[config.mk]
export PLATFORM = sky130hd
export DESIGN_NAME = mlp_param_stream_loader_flat
export DESIGN_NICKNAME = d
export VERILOG_FILES = /design/src/rtl/mlp_param_stream_loader_if.sv /design/src/rtl/mlp_param_stream_loader.sv /design/src/flat_wrapper.sv
export SDC_FILE = /design/constraint.sdc
export NUM_CORES = 1
export LEC_CHECK = 0
export ABC_AREA = 1
export CELL_PAD_IN_SITES_DETAIL_PLACEMENT = 1
export CELL_PAD_IN_SITES_GLOBAL_PLACEMENT = 2
export CORE_ASPECT_RATIO = 1.4
export CORE_MARGIN = 2
export CORE_UTILIZATION = 27
export DETAILED_ROUTE_END_ITERATION = 10
export HOLD_SLACK_MARGIN = 0.05
export PLACE_DENSITY = 0.89
export RECOVER_POWER = 50
export SLEW_MARGIN = 20
export SYNTH_ARGS = -nofsm -noshare
export SYNTH_HDL_FRONTEND = slang
export SYNTH_SLANG_ARGS = --single-unit
export TNS_END_PERCENT = 1
[constraint.sdc]
create_clock -name clk -period 2.4 [get_ports clk]
set_input_delay 0.36 -clock clk [delete_from_list [all_inputs] [get_ports clk]]
set_output_delay 0.36 -clock clk [all_outputs]
set_load 0.005 [all_outputs]
[src/rtl/mlp_param_stream_loader_if.sv]
// rtl/mlp_param_stream_loader_if.sv - parameter, sample and result handshakes of the MLP stream loader
interface mlp_param_stream_loader_if;
  logic        s_valid;
  logic        s_ready;
  logic [7:0]  s_data;
  logic        infer_valid;
  logic        infer_ready;
  logic [31:0] infer_data;
  logic        res_valid;
  logic        res_ready;
  logic [1:0]  res_class;

  modport master (
    output s_valid, s_data, infer_valid, infer_data, res_ready,
    input  s_ready, infer_ready, res_valid, res_class
  );

  modport slave (
    input  s_valid, s_data, infer_valid, infer_data, res_ready,
    output s_ready, infer_ready, res_valid, res_class
  );
endinterface

[src/rtl/mlp_param_stream_loader.sv]
// rtl/mlp_param_stream_loader.sv - streams weights/biases into the 8-3-3 MLP and sequences one inference at a time
module mlp_param_stream_loader #(
  parameter int W_BYTES     = 33,
  parameter int B_BYTES     = 9,
  parameter int EVAL_CYCLES = 1
) (
  input  logic                   clk,
  input  logic                   rst,
  input  logic                   load_start,
  mlp_param_stream_loader_if.slave bus,
  output logic                   params_valid,
  output logic [8*W_BYTES-1:0]   weights,
  output logic [8*B_BYTES-1:0]   biases,
  output logic [31:0]            inp,
  input  logic [1:0]             class_in
);

  localparam int MAXB = (W_BYTES > B_BYTES) ? W_BYTES : B_BYTES;
  localparam int CW   = (MAXB > 1) ? $clog2(MAXB) : 1;

  typedef enum logic [1:0] {L_IDLE, L_W, L_B, L_DONE} load_state_t;
  typedef enum logic [1:0] {I_IDLE, I_EVAL, I_RESP} infer_state_t;

  load_state_t  lstate;
  infer_state_t istate;
  logic [CW-1:0] byte_cnt;
  logic [3:0]    eval_cnt;
  logic          load_go;
  logic          s_xfer;
  logic          i_xfer;

  // Reloading is only legal between inferences so the classifier inputs never move under a sample.
  assign load_go         = load_start && (istate == I_IDLE);
  assign s_xfer          = bus.s_valid && bus.s_ready;
  assign bus.infer_ready = params_valid && (istate == I_IDLE) && !load_start;
  assign i_xfer          = bus.infer_valid && bus.infer_ready;

  always_ff @(posedge clk) begin
    if (rst) begin
      lstate       <= L_IDLE;
      byte_cnt     <= '0;
      bus.s_ready  <= 1'b0;
      params_valid <= 1'b0;
      weights      <= '0;
      biases       <= '0;
    end else if (load_go) begin
      lstate       <= L_W;
      byte_cnt     <= '0;
      bus.s_ready  <= 1'b1;
      params_valid <= 1'b0;
    end else begin
      case (lstate)
        L_W: begin
          if (s_xfer) begin
            for (int k = 0; k < W_BYTES; k++) begin
              if (byte_cnt == CW'(k)) weights[8*k +: 8] <= bus.s_data;
            end
            if (byte_cnt == CW'(W_BYTES - 1)) begin
              lstate   <= L_B;
              byte_cnt <= '0;
            end else begin
              byte_cnt <= byte_cnt + CW'(1);
            end
          end
        end
        L_B: begin
          if (s_xfer) begin
            for (int k = 0; k < B_BYTES; k++) begin
              if (byte_cnt == CW'(k)) biases[8*k +: 8] <= bus.s_data;
            end
            if (byte_cnt == CW'(B_BYTES - 1)) begin
              lstate       <= L_DONE;
              bus.s_ready  <= 1'b0;
              params_valid <= 1'b1;
            end else begin
              byte_cnt <= byte_cnt + CW'(1);
            end
          end
        end
        default: ;
      endcase
    end
  end

  // class_in is combinational from inp, so it is sampled only after EVAL_CYCLES of settling.
  always_ff @(posedge clk) begin
    if (rst) begin
      istate        <= I_IDLE;
      eval_cnt      <= '0;
      inp           <= '0;
      bus.res_valid <= 1'b0;
      bus.res_class <= 2'b00;
    end else begin
      case (istate)
        I_IDLE: begin
          if (i_xfer) begin
            inp      <= bus.infer_data;
            eval_cnt <= '0;
            istate   <= I_EVAL;
          end
        end
        I_EVAL: begin
          if (eval_cnt == 4'(EVAL_CYCLES - 1)) begin
            bus.res_class <= class_in;
            bus.res_valid <= 1'b1;
            istate        <= I_RESP;
          end else begin
            eval_cnt <= eval_cnt + 4'd1;
          end
        end
        I_RESP: begin
          if (bus.res_valid && bus.res_ready) begin
            bus.res_valid <= 1'b0;
            istate        <= I_IDLE;
          end
        end
        default: istate <= I_IDLE;
      endcase
    end
  end

endmodule
[src/flat_wrapper.sv]
// flat-port wrapper written by rule: the top's interface ports become plain ports
module mlp_param_stream_loader_flat 
#(
  parameter int W_BYTES     = 33,
  parameter int B_BYTES     = 9,
  parameter int EVAL_CYCLES = 1
)
  (clk, rst, load_start, params_valid, weights, biases, inp, class_in, bus_s_valid, bus_s_data, bus_infer_valid, bus_infer_data, bus_res_ready, bus_s_ready, bus_infer_ready, bus_res_valid, bus_res_class);
  mlp_param_stream_loader_if bus_i ();
  input  logic clk;
  input  logic rst;
  input  logic load_start;
  output logic params_valid;
  output logic [8*W_BYTES-1:0] weights;
  output logic [8*B_BYTES-1:0] biases;
  output logic [31:0] inp;
  input  logic [1:0] class_in;
  input wire logic [$bits(bus_i.s_valid)-1:0] bus_s_valid;
  input wire logic [$bits(bus_i.s_data)-1:0] bus_s_data;
  input wire logic [$bits(bus_i.infer_valid)-1:0] bus_infer_valid;
  input wire logic [$bits(bus_i.infer_data)-1:0] bus_infer_data;
  input wire logic [$bits(bus_i.res_ready)-1:0] bus_res_ready;
  output wire logic [$bits(bus_i.s_ready)-1:0] bus_s_ready;
  output wire logic [$bits(bus_i.infer_ready)-1:0] bus_infer_ready;
  output wire logic [$bits(bus_i.res_valid)-1:0] bus_res_valid;
  output wire logic [$bits(bus_i.res_class)-1:0] bus_res_class;
  assign bus_i.s_valid = bus_s_valid;
  assign bus_i.s_data = bus_s_data;
  assign bus_i.infer_valid = bus_infer_valid;
  assign bus_i.infer_data = bus_infer_data;
  assign bus_i.res_ready = bus_res_ready;
  assign bus_s_ready = bus_i.s_ready;
  assign bus_infer_ready = bus_i.infer_ready;
  assign bus_res_valid = bus_i.res_valid;
  assign bus_res_class = bus_i.res_class;
  mlp_param_stream_loader #(.W_BYTES(W_BYTES), .B_BYTES(B_BYTES), .EVAL_CYCLES(EVAL_CYCLES)) u_core (.clk(clk), .rst(rst), .load_start(load_start), .bus(bus_i), .params_valid(params_valid), .weights(weights), .biases(biases), .inp(inp), .class_in(class_in));
endmodule
Word-level counts from Yosys, hierarchy flattened
Cells that the tools add are included.
{"block": "word_totals", "memories": 0, "input_bits": 48, "output_inout_bits": 374, "register_bits": 387, "ramBits": 0, "latch_bits": 0, "word_cells": 199, "romBits": 0}
{"block": "op_classes", "n_mul": 0, "shifts": 0, "reduce_logical": 70, "n_lt_le_gt_ge": 0, "bitwise": 1, "muxes": 25, "n_eq_ne": 49, "addsub": 2, "div": 0}
{"op": "4-bit AND reduction", "count": 43}
{"op": "6-bit by 5-bit equality test with 1-bit output, second input constant", "count": 16}
{"op": "6-bit by 4-bit equality test with 1-bit output, second input constant", "count": 8}
{"op": "6-bit by 3-bit equality test with 1-bit output, second input constant", "count": 4}
{"op": "6-bit 2-to-1 mux", "count": 4}
{"op": "3-bit AND reduction", "count": 5}
{"op": "2-bit 2-to-1 mux", "count": 7}
{"op": "2-bit by 1-bit != test with 1-bit output, second input constant", "count": 7}
{"op": "6-bit by 2-bit equality test with 1-bit output, second input constant", "count": 2}
{"op": "3-bit by 1-bit != test with 1-bit output, second input constant", "count": 4}
{"op": "6-bit case mux with 2 select lines", "count": 1}
{"op": "2-bit nonzero test", "count": 6}
{"op": "5-bit AND reduction", "count": 2}
{"op": "4-bit 2-to-1 mux", "count": 2}
{"op": "4-bit case mux with 2 select lines", "count": 1}
{"op": "1-bit 2-to-1 mux", "count": 7}
{"op": "6-bit by 1-bit adder with 6-bit output, second input constant", "count": 1}
{"op": "6-bit by 1-bit equality test with 1-bit output, second input constant", "count": 1}
{"op": "6-bit equality test, second input constant", "count": 1}
{"op": "1-bit logical AND", "count": 6}
{"op": "6-bit zero test", "count": 1}
{"op": "2-bit case mux with 3 select lines", "count": 1}
{"op": "4-bit by 1-bit adder with 4-bit output, second input constant", "count": 1}
{"op": "2-bit by 1-bit equality test with 1-bit output, second input constant", "count": 2}
{"op": "11 further kinds", "count": 14}

Logic depth before layout (Yosys ltp)
Gate-level depths: netlist of run 1.
{"block": "depth", "word_depth": 6, "ltp_mapped": 12, "mapped_depth_nobuf": 10}

Worst setup path before layout of run 1
No wires, ideal clock.
{"block": "synth_timing", "kind": "register to register", "startpoint": "register u_core.istate[0]", "endpoint": "register u_core.weights[147]", "n_path_buf": 2, "arrival_time_ns": 1.622, "setup_time_ns": 0.119, "path_stages_with_launch": 11, "required_ns": 2.281, "slack_ns": 0.659, "synth_period_minus_slack_ns": 1.741, "path_cell_list": "dfxtp_1 inv_1 ha_1 nand2_1 nand2_1 nor3_4 buf_6 nand2_4 buf_6 o21ai_0 a21oi_1"}
{"block": "synth_between", "elab_chain_len": 4}
{"item": "start: declaration", "line": "mlp_param_stream_loader.sv:25", "text": "infer_state_t istate;"}
{"item": "start signal: assignment", "line": "mlp_param_stream_loader.sv:88", "text": "istate <= I_IDLE;"}
{"item": "start signal: assignment", "line": "mlp_param_stream_loader.sv:99", "text": "istate <= I_EVAL;"}
{"item": "start signal: assignment", "line": "mlp_param_stream_loader.sv:106", "text": "istate <= I_RESP;"}
{"item": "2-bit zero test", "line": "mlp_param_stream_loader.sv:33", "text": "assign load_go = load_start && (istate == I_IDLE);"}
{"item": "1-bit logical AND", "line": "mlp_param_stream_loader.sv:33"}
{"item": "1-bit NOT (no line)"}
{"item": "4-bit AND reduction (no line)"}
{"item": "end signal: indexed assignment", "line": "mlp_param_stream_loader.sv:56", "text": "if (byte_cnt == CW'(k)) weights[8*k +: 8] <= bus.s_data;"}
{"item": "end: declaration", "line": "mlp_param_stream_loader.sv:12", "text": "output logic [8*W_BYTES-1:0] weights,"}
No other way between the ends.
A chain may end at the register's enable or synchronous reset.

Worst setup path in the final report of run 1
{"block": "layout_timing", "startpoint": "register u_core.istate[0]", "endpoint": "output port bus_infer_ready"}
{"block": "layout_between", "elab_chain_len": 3}
{"item": "2-bit zero test", "line": "mlp_param_stream_loader.sv:35", "text": "assign bus.infer_ready = params_valid && (istate == I_IDLE) && !load_start;"}
{"item": "1-bit logical AND (2 in series)", "line": "mlp_param_stream_loader.sv:35"}
{"item": "end: declaration", "line": "flat_wrapper.sv:24", "text": "output wire logic [$bits(bus_i.infer_ready)-1:0] bus_infer_ready;"}
No other way between the ends.

==> metrics.md, run 1 <==
| Metric | Value |
|---|---|
| Syn_area_per_cell | 8.09 um^2 |
| Gr usage total | 0.205 |
| Sequential fraction of the synthesis area | 0.541 |
| Detailed-route wire length per cell | 19.9 um |
| IO Pins | 422 |
| CTS max path bufs | 3 |
| Initial Utilization | 0.274 |
| Power Density | 660 nW/um^2 |
| Syn nets | 1828 |
| Crit. End Element | output port |
| Finish-stage setup viols | 0 |
| CTS buffer count | 40 |
| Slew headroom | 0.495 |
| Unrepaired setup endpoints after global routing | no |
| H-tree depth | 2 |
| FF-to-FF setup slack | roughly 0.21 ns |
| Sink Count | roughly 390 |
| Buffers on Ports | 421 |
| Clock latency on the worst-skew pair | ~0.56 ns |
| Post-Route Setup TNS | 0 ns |
| Drt total wl | 57600 um |
| Synth warn | 0 |
| Netlist cell types | 27 |
| Vias per cell | approximately 4.8 |
| Layout area overhead | 43.9% |
| Final Cycle Share | 0.951 |
| Final Total Pwr | 13.6 mW |
| Worst EP required | 2.04 ns |
| Worst-margin pin slew | 0.756 ns |
| CTS tree | done |
| Die area | 54900 um^2 |
| Minimum clock period | between 2 and 2.5 ns |
| Final ANT Viol Nets | 0 |
| Die X | 199 um |
| Final hold vios | 0 |
| Critical path origin | u_core.istate[0] |
| Height of the die | ~280 um |
| R2R depth | 9 |
| Post-CTS Hold Buffers | 0 |
| Total congestion overflow | 0 |
| Max Cap Viol | 0 |
| Row count | 99 |
| CP Launch Type | flop |
| Non-filler instance count after layout | around 2900 |
| Reg-to-Reg Start | u_core.istate[0] |
| Post-layout nets | 2210 |
| Placed Cells | approximately 2800 |
| Cells after synthesis | 1769 |
| Crit Path Max Fanout | 4 |
| Share of cells above drive strength 1 | 0.0739 |
| Via count | 13859 |
| Clk_skew | 0.0166 ns |
| Core ar. | 52300 um^2 |
| Drt drc | 0 |
| Pleak | 8.36 nW |
| TritonRoute pass-1 iters | 5 |
| CTS Root Cell | clkbuf_16 |
| Worst min path class | primary input to flop |
| Initial drt markers | 541 |
| Global-route wire length before repair | 86600 um |
| Pins Over Slew Limit | 0 |
| CTS clk-pin slew, worst paths | 0.07 ns |
| Critical path data arrival time | 1.92 ns |
| Routability Congestion | 0.798 |
| Synth Cell Area | ~14000 um^2 |
| Synth Register Bits | 387 |
| Initial antenna violation count | 2 |
| Reg-to-Reg End | u_core.inp[19] |
| DPL Wire Length | 40500 um |
| Number of global-route vias before repair | 14424 |
| Setup Crit Path Kind | flop to output port |
| VDD IR max | 388 uV |
| Status | finished, final reports clean |
| FMAX | 0.438 GHz |
| Largest net degree at the start of global routing | 140 |
| Critical Path End | bus_infer_ready |
-- per-stage QoR --
step,utilization,hold WS (ns),setup slack [ns],instance area [um^2]
2_1_floorplan,-,0.440,0.659,14300
3_3_place_gp,0.368,0.432,0.103,19300
3_5_place_dp,0.368,0.436,0.00395,19300
4_1_cts,0.394,0.200,0.0505,20600
5_1_grt,0.394,0.228,0.0110,20600
6_report,0.394,0.216,0.118,20600
-- per-layer routing --
layer / share of wire / wire [um] / vias up / track usage
met4: 0.045 / 2570 / 0 / 0.0930
li1: - / - / 6618 / -
met1: 0.40 / 23200 / 6740 / 0.234
met3: 0.062 / 3580 / 115 / 0.0517
met2: 0.49 / 28200 / 386 / 0.356
met5: 0 / 0 / - / 0
-- synth_stat cells --
cell / instances / area, um^2
a211oi_1: 1 / 7.51
a21boi_0: 1 / 7.51
a21oi_1: 382 / 1910
buf_2: 17 / 85.1
buf_4: 23 / 173
buf_6: 5 / 56.3
clkbuf_1: 86 / 323
clkinv_1: 3 / 11.3
dfxtp_1: 387 / 7750
ha_1: 11 / 138
inv_1: 191 / 717
inv_2: 5 / 18.8
inv_4: 1 / 6.26
nand2_1: 212 / 796
nand2_2: 4 / 25.0
nand2_4: 4 / 45.0
nand3_1: 144 / 721
nand3b_1: 1 / 7.51
nand4_1: 5 / 31.3
nor2_1: 23 / 86.3
nor2_2: 6 / 37.5
nor2_4: 10 / 113
nor3_1: 2 / 10.0
nor3_4: 1 / 16.3
o211ai_1: 1 / 7.51
o21ai_0: 242 / 1210
xor2_1: 1 / 8.76
-- state kept, by name (all words and copies together) (netlist names) --
register,flops
u_core.byte_cnt,6
u_core.weights,264
u_core.bus.res_class,2
u_core.bus.res_valid,1
u_core.bus.s_ready,1
u_core.lstate,2
u_core.biases,72
u_core.params_valid,1
u_core.inp,32
u_core.eval_cnt,4
u_core.istate,2
-- kinds of logic after synthesis --
family                     synth area share
DFF                                   0.541
xor gates and xnor gates           0.000612
adders and majority gates           0.00961
and+or+nand+nor                       0.132
AOI/OAI and AO/OA                     0.220
buffers and inverters                0.0971
-- repair_timing --
action / CTS / global route
gates resized for setup: 0 / 10
buffers inserted: 0 / 0
endpoints found under the setup margin: 0 / 71
-- power by group --
part	internal, mW	switching, mW	total (mW)
Combinational	0.224	0.527	0.751
Clock	3.72	2.66	6.38
Sequential	6.45	0.0212	6.47
-- worst min-delay path by stage --
| stage | start | depth (start not counted) | end | slack [ns] |
|---|---|---|---|---|
| 3_3_place_gp | u_core.weights[155] | 2 | u_core.weights[155] | 0.43 |
| 2_1_floorplan | u_core.bus.res_class[0] | 2 | u_core.bus.res_class[0] | 0.44 |
| 3_5_place_dp | u_core.weights[159] | 2 | u_core.weights[159] | 0.44 |
| 6_report | bus_s_data[2] | 3 | u_core.biases[34] | 0.22 |
| 5_1_grt | bus_s_data[2] | 3 | u_core.biases[34] | 0.23 |
| 4_1_cts | bus_s_data[2] | 3 | u_core.biases[34] | 0.20 |
-- layout by cell type, fill, tap and decap left out, drive strengths merged, types with 2 or more instances in the layout --
cell type,netlist,routed
inv,197,199
nor3,3,3
nand3,144,144
clkdlybuf4s50,0,41
nor2,39,39
nand2,220,220
clkinv,3,8
buf,45,57
ha,11,11
a21oi,382,382
dfxtp,387,387
bufinv,0,3
o21ai,242,242
dlygate4sd3,0,371
diode,0,2
clkbuf,86,62
nand4,5,5
-- final cells by class --
type,instances,area (um^2)
diodes,2,5.00
clock buffers,60,1180
clock inverters,11,140
fillers,6211,31700
inverters,200,758
multi-input cells,1051,5210
flip-flops and latches,387,7750
well taps,707,885
repair buffers,471,4680
-- worst max-delay path, cell delays in order (launching register included) --
cell             delay (ns)
dfxtp_1                0.33
inv_1                  0.10
ha_2                   0.22
inv_1                  0.06
nor2_2                 0.14
clkdlybuf4s50_1        0.52
(Power assumes the default switching activity.)
==> run 2, diff against run 1 <==
- CELL_PAD_IN_SITES_DETAIL_PLACEMENT: 1 -> unset
- CELL_PAD_IN_SITES_GLOBAL_PLACEMENT: 2 -> unset
- CORE_UTILIZATION: 27 -> 30
- PLACE_DENSITY: 0.89 -> 0.63
==> run 2 against run 1 <==
  * Via count shrank 3.0%
  * Count of clock-buffer cells in the layout shrank 4
  * Worst setup slack gained 0.028 ns
  * Global-route usage shrank 0.89 points
  * Non-clock buffer count shrank 6
  * Combinational power shrank 4.0%
  * Critical path type unchanged
  * Largest power group unchanged
==> metrics.md, run 2 (synthesis results as in run 1) <==
| Metric | Value |
|---|---|
| Post-Route Setup TNS | 0 ns (unchanged) |
| Wire length on met1 | 19800 um (-15%) |
| Post-CTS Hold Buffers | 0 (unchanged) |
| Sink Count | 387 (unchanged) |
| Clk_skew | 0.0110 ns (-0.00560 ns) |
| Switching Fraction | 0.229 (-0.00681) |
| CTS buffer count | 40 (unchanged) |
| DP Worst Slack | -0.0211 ns (-0.0251 ns) |
| Share of cells above drive strength 1 | 0.0677 (-0.00617) |
| Worst min path class | primary input to flop |
| Setup Crit Path Kind | flop to output port |
| Setup ws final | 0.147 ns (+0.0284 ns) |
| Routability Congestion | 0.820 (+2.7%) |
| Commonest non-fill, non-tap cells in the layout | dfxtp_1, a21oi_1, dlygate4sd3_1 |
| Max reg flops | 264 (unchanged) |
| Post-CTS Setup Bufs | 0 (unchanged) |
| CP Launch Type | flop |
| Drt total wl | 50400 um (-12%) |
| Crit Path Max Fanout | 4 (unchanged) |
| Height of the die | 262 um (-5.1%) |
| Top Registers | u_core.weights (264), u_core.biases (72), u_core.inp (32) |
| DP Area | 19100 um^2 (-1.0%) |
| Core ar. | 47000 um^2 (-10%) |
| Clock latency on the worst-skew pair | 0.54 ns (-0.02 ns) |
| CTS max path bufs | 3 (unchanged) |
| Initial antenna violation count | 2 (unchanged) |
| Clock share of power | 0.468 (about the same) |
| Sequential share of power | 0.478 (+0.002) |
| Max Cap Viol | 0 (unchanged) |
| Critical path data arrival time | 1.89 ns (-0.03 ns) |
| Gr usage total | 0.196 (-0.00893) |
| Net Sw Power | 3.10 mW (-3.4%) |
| Row count | 94 (-5.1%) |
| Non-filler instance count after layout | 2798 (-3.1%) |
| Global-route wire length before repair | 76000 um (-12%) |
| Die area | 49500 um^2 (-9.8%) |
| Initial Utilization | 0.304 (+0.0304) |
| Final Cycle Share | 0.939 (-0.0118) |
| Final hold vios | 0 (unchanged) |
| Drt drc | 0 (unchanged) |
| Worst-margin pin slew | 0.690 ns (-0.0656 ns) |
| Filler cells | 4649 (-25%) |
| TritonRoute pass-1 iters | 7 (+2) |
| CTS resizes | 0 (unchanged) |
| Most common cell after layout, fill and taps aside | dfxtp_1 |
| FMAX | 0.444 GHz (+1.3%) |
| Worst EP required | 2.04 ns (about the same) |
| Biggest register | u_core.weights |
| Die X | 189 um (-5.0%) |
| Status | finished, final reports clean |
| IO Pins | 422 (unchanged) |
| CTS clk-pin slew, worst paths | 0.06 ns (about the same) |
| Vias per cell | 4.80 (+0.15%) |
| CTS Root Cell | clkbuf_16 |
| Layout area overhead | 42.4% |
| Detailed-route wire length per cell | 18.0 um (-9.5%) |
| DPL Wire Length | 35200 um (-13%) |
| Final Cell Area | 20400 um^2 (-1.1%) |
| Combinational group share of total power | 0.053 (-0.002) |
| Max Used Layer | met5 |
| Routed wl met2 | 24900 um (-12%) |
| H-tree depth | 2 (unchanged) |
| Slew headroom | 0.540 (+0.0443) |
| Via count | 13443 (-3.0%) |
| Number of global-route vias before repair | 12660 (-12%) |
| P_int | 10.4 mW (+0.34%) |
| Finish-stage setup viols | 0 (unchanged) |
| Met3 WL | 3470 um (-2.9%) |
| Unrepaired setup endpoints after global routing | yes |
| Power Density | 664 nW/um^2 (+0.51%) |
| VDD IR max | 414 uV (+6.7%) |
| Final ANT Viol Nets | 0 (unchanged) |
| Placed Cells | 2727 (-3.2%) |
| Largest net degree at the start of global routing | 140 (unchanged) |
| Pins Over Slew Limit | 0 (unchanged) |
| Initial drt markers | 762 (+41%) |
| CTS tree | done |
| Crit. End Element | output port |
| Hold Slack | 0.218 ns (+0.00186 ns) |
| Pleak | 8.31 nW (-0.66%) |
| Minimum clock period | 2.25 ns (-0.0284 ns) |
| Buffers on Ports | 421 (unchanged) |
| Post-layout nets | 2204 (-0.27%) |
| Total congestion overflow | 0 (unchanged) |
==> run 2: changes by cell type in the layout (fill, tap and decap cells not counted), sizes merged <==
cell and delta:
buf -6, bufinv +1, dlygate4sd3 -3, clkinvlp +1
clkdlybuf4s50 +3, clkbuf -4
==> run 2: final timing paths <==
kind	slack, ns	end	depth (start not counted)	from
worst max-delay path	0.15	bus_infer_ready	5	u_core.istate[0]
worst min-delay path	0.22	u_core.weights[71]	3	bus_s_data[7]
worst max register to register	0.21	u_core.weights[34]	11	u_core.istate[0]
worst min register to register	0.44	u_core.weights[258]	2	u_core.weights[258]
==> run 2: metrics by stage <==
step                      power, mW  utilization
final                          13.5        0.433
after floorplan                7.02            -
after detailed placement       7.34        0.405
after CTS                      13.7        0.433
after global placement         7.33        0.405
after global routing           14.0        0.433
==> run 2: layer usage <==
| layer | vias to the layer above | GRT usage |
|---|---|---|
| met2 | 475 | 0.343 |
| met3 | 104 | 0.0494 |
| met1 | 6246 | 0.224 |
| met5 | - | 0 |
| met4 | 2 | 0.0876 |
| li1 | 6616 | - |
==> run 2: layout make-up <==
cell class / instances / area (um^2) / share of cell area
antenna: 2 / 5.00 / 0.000246
clock buffer: 56 / 1140 / 0.0560
clock inverter: 13 / 178 / 0.00872
inverter: 200 / 756 / 0.0371
multi-input combinational: 1051 / 5180 / 0.254
sequential: 387 / 7750 / 0.380
tap: 624 / 781 / 0.0383
timing repair buffer: 465 / 4590 / 0.225
==> run 2: critical path, stage by stage (launching register included) <==
cell	delay (ns)
dfxtp_1	0.32
inv_1	0.09
ha_1	0.22
inv_1	0.07
nor2_2	0.14
clkdlybuf4s50_1	0.53
==> run 2: power groups by stage <==
stage / Sequential (mW) / Clock (mW) / Combinational, mW
finish: 6.47 / 6.33 / 0.721
global route: 6.47 / 6.73 / 0.791
CTS: 6.47 / 6.49 / 0.730
detailed placement: 6.62 / 0 / 0.728
global placement: 6.61 / 0 / 0.714
floorplan: 6.61 / 0 / 0.407
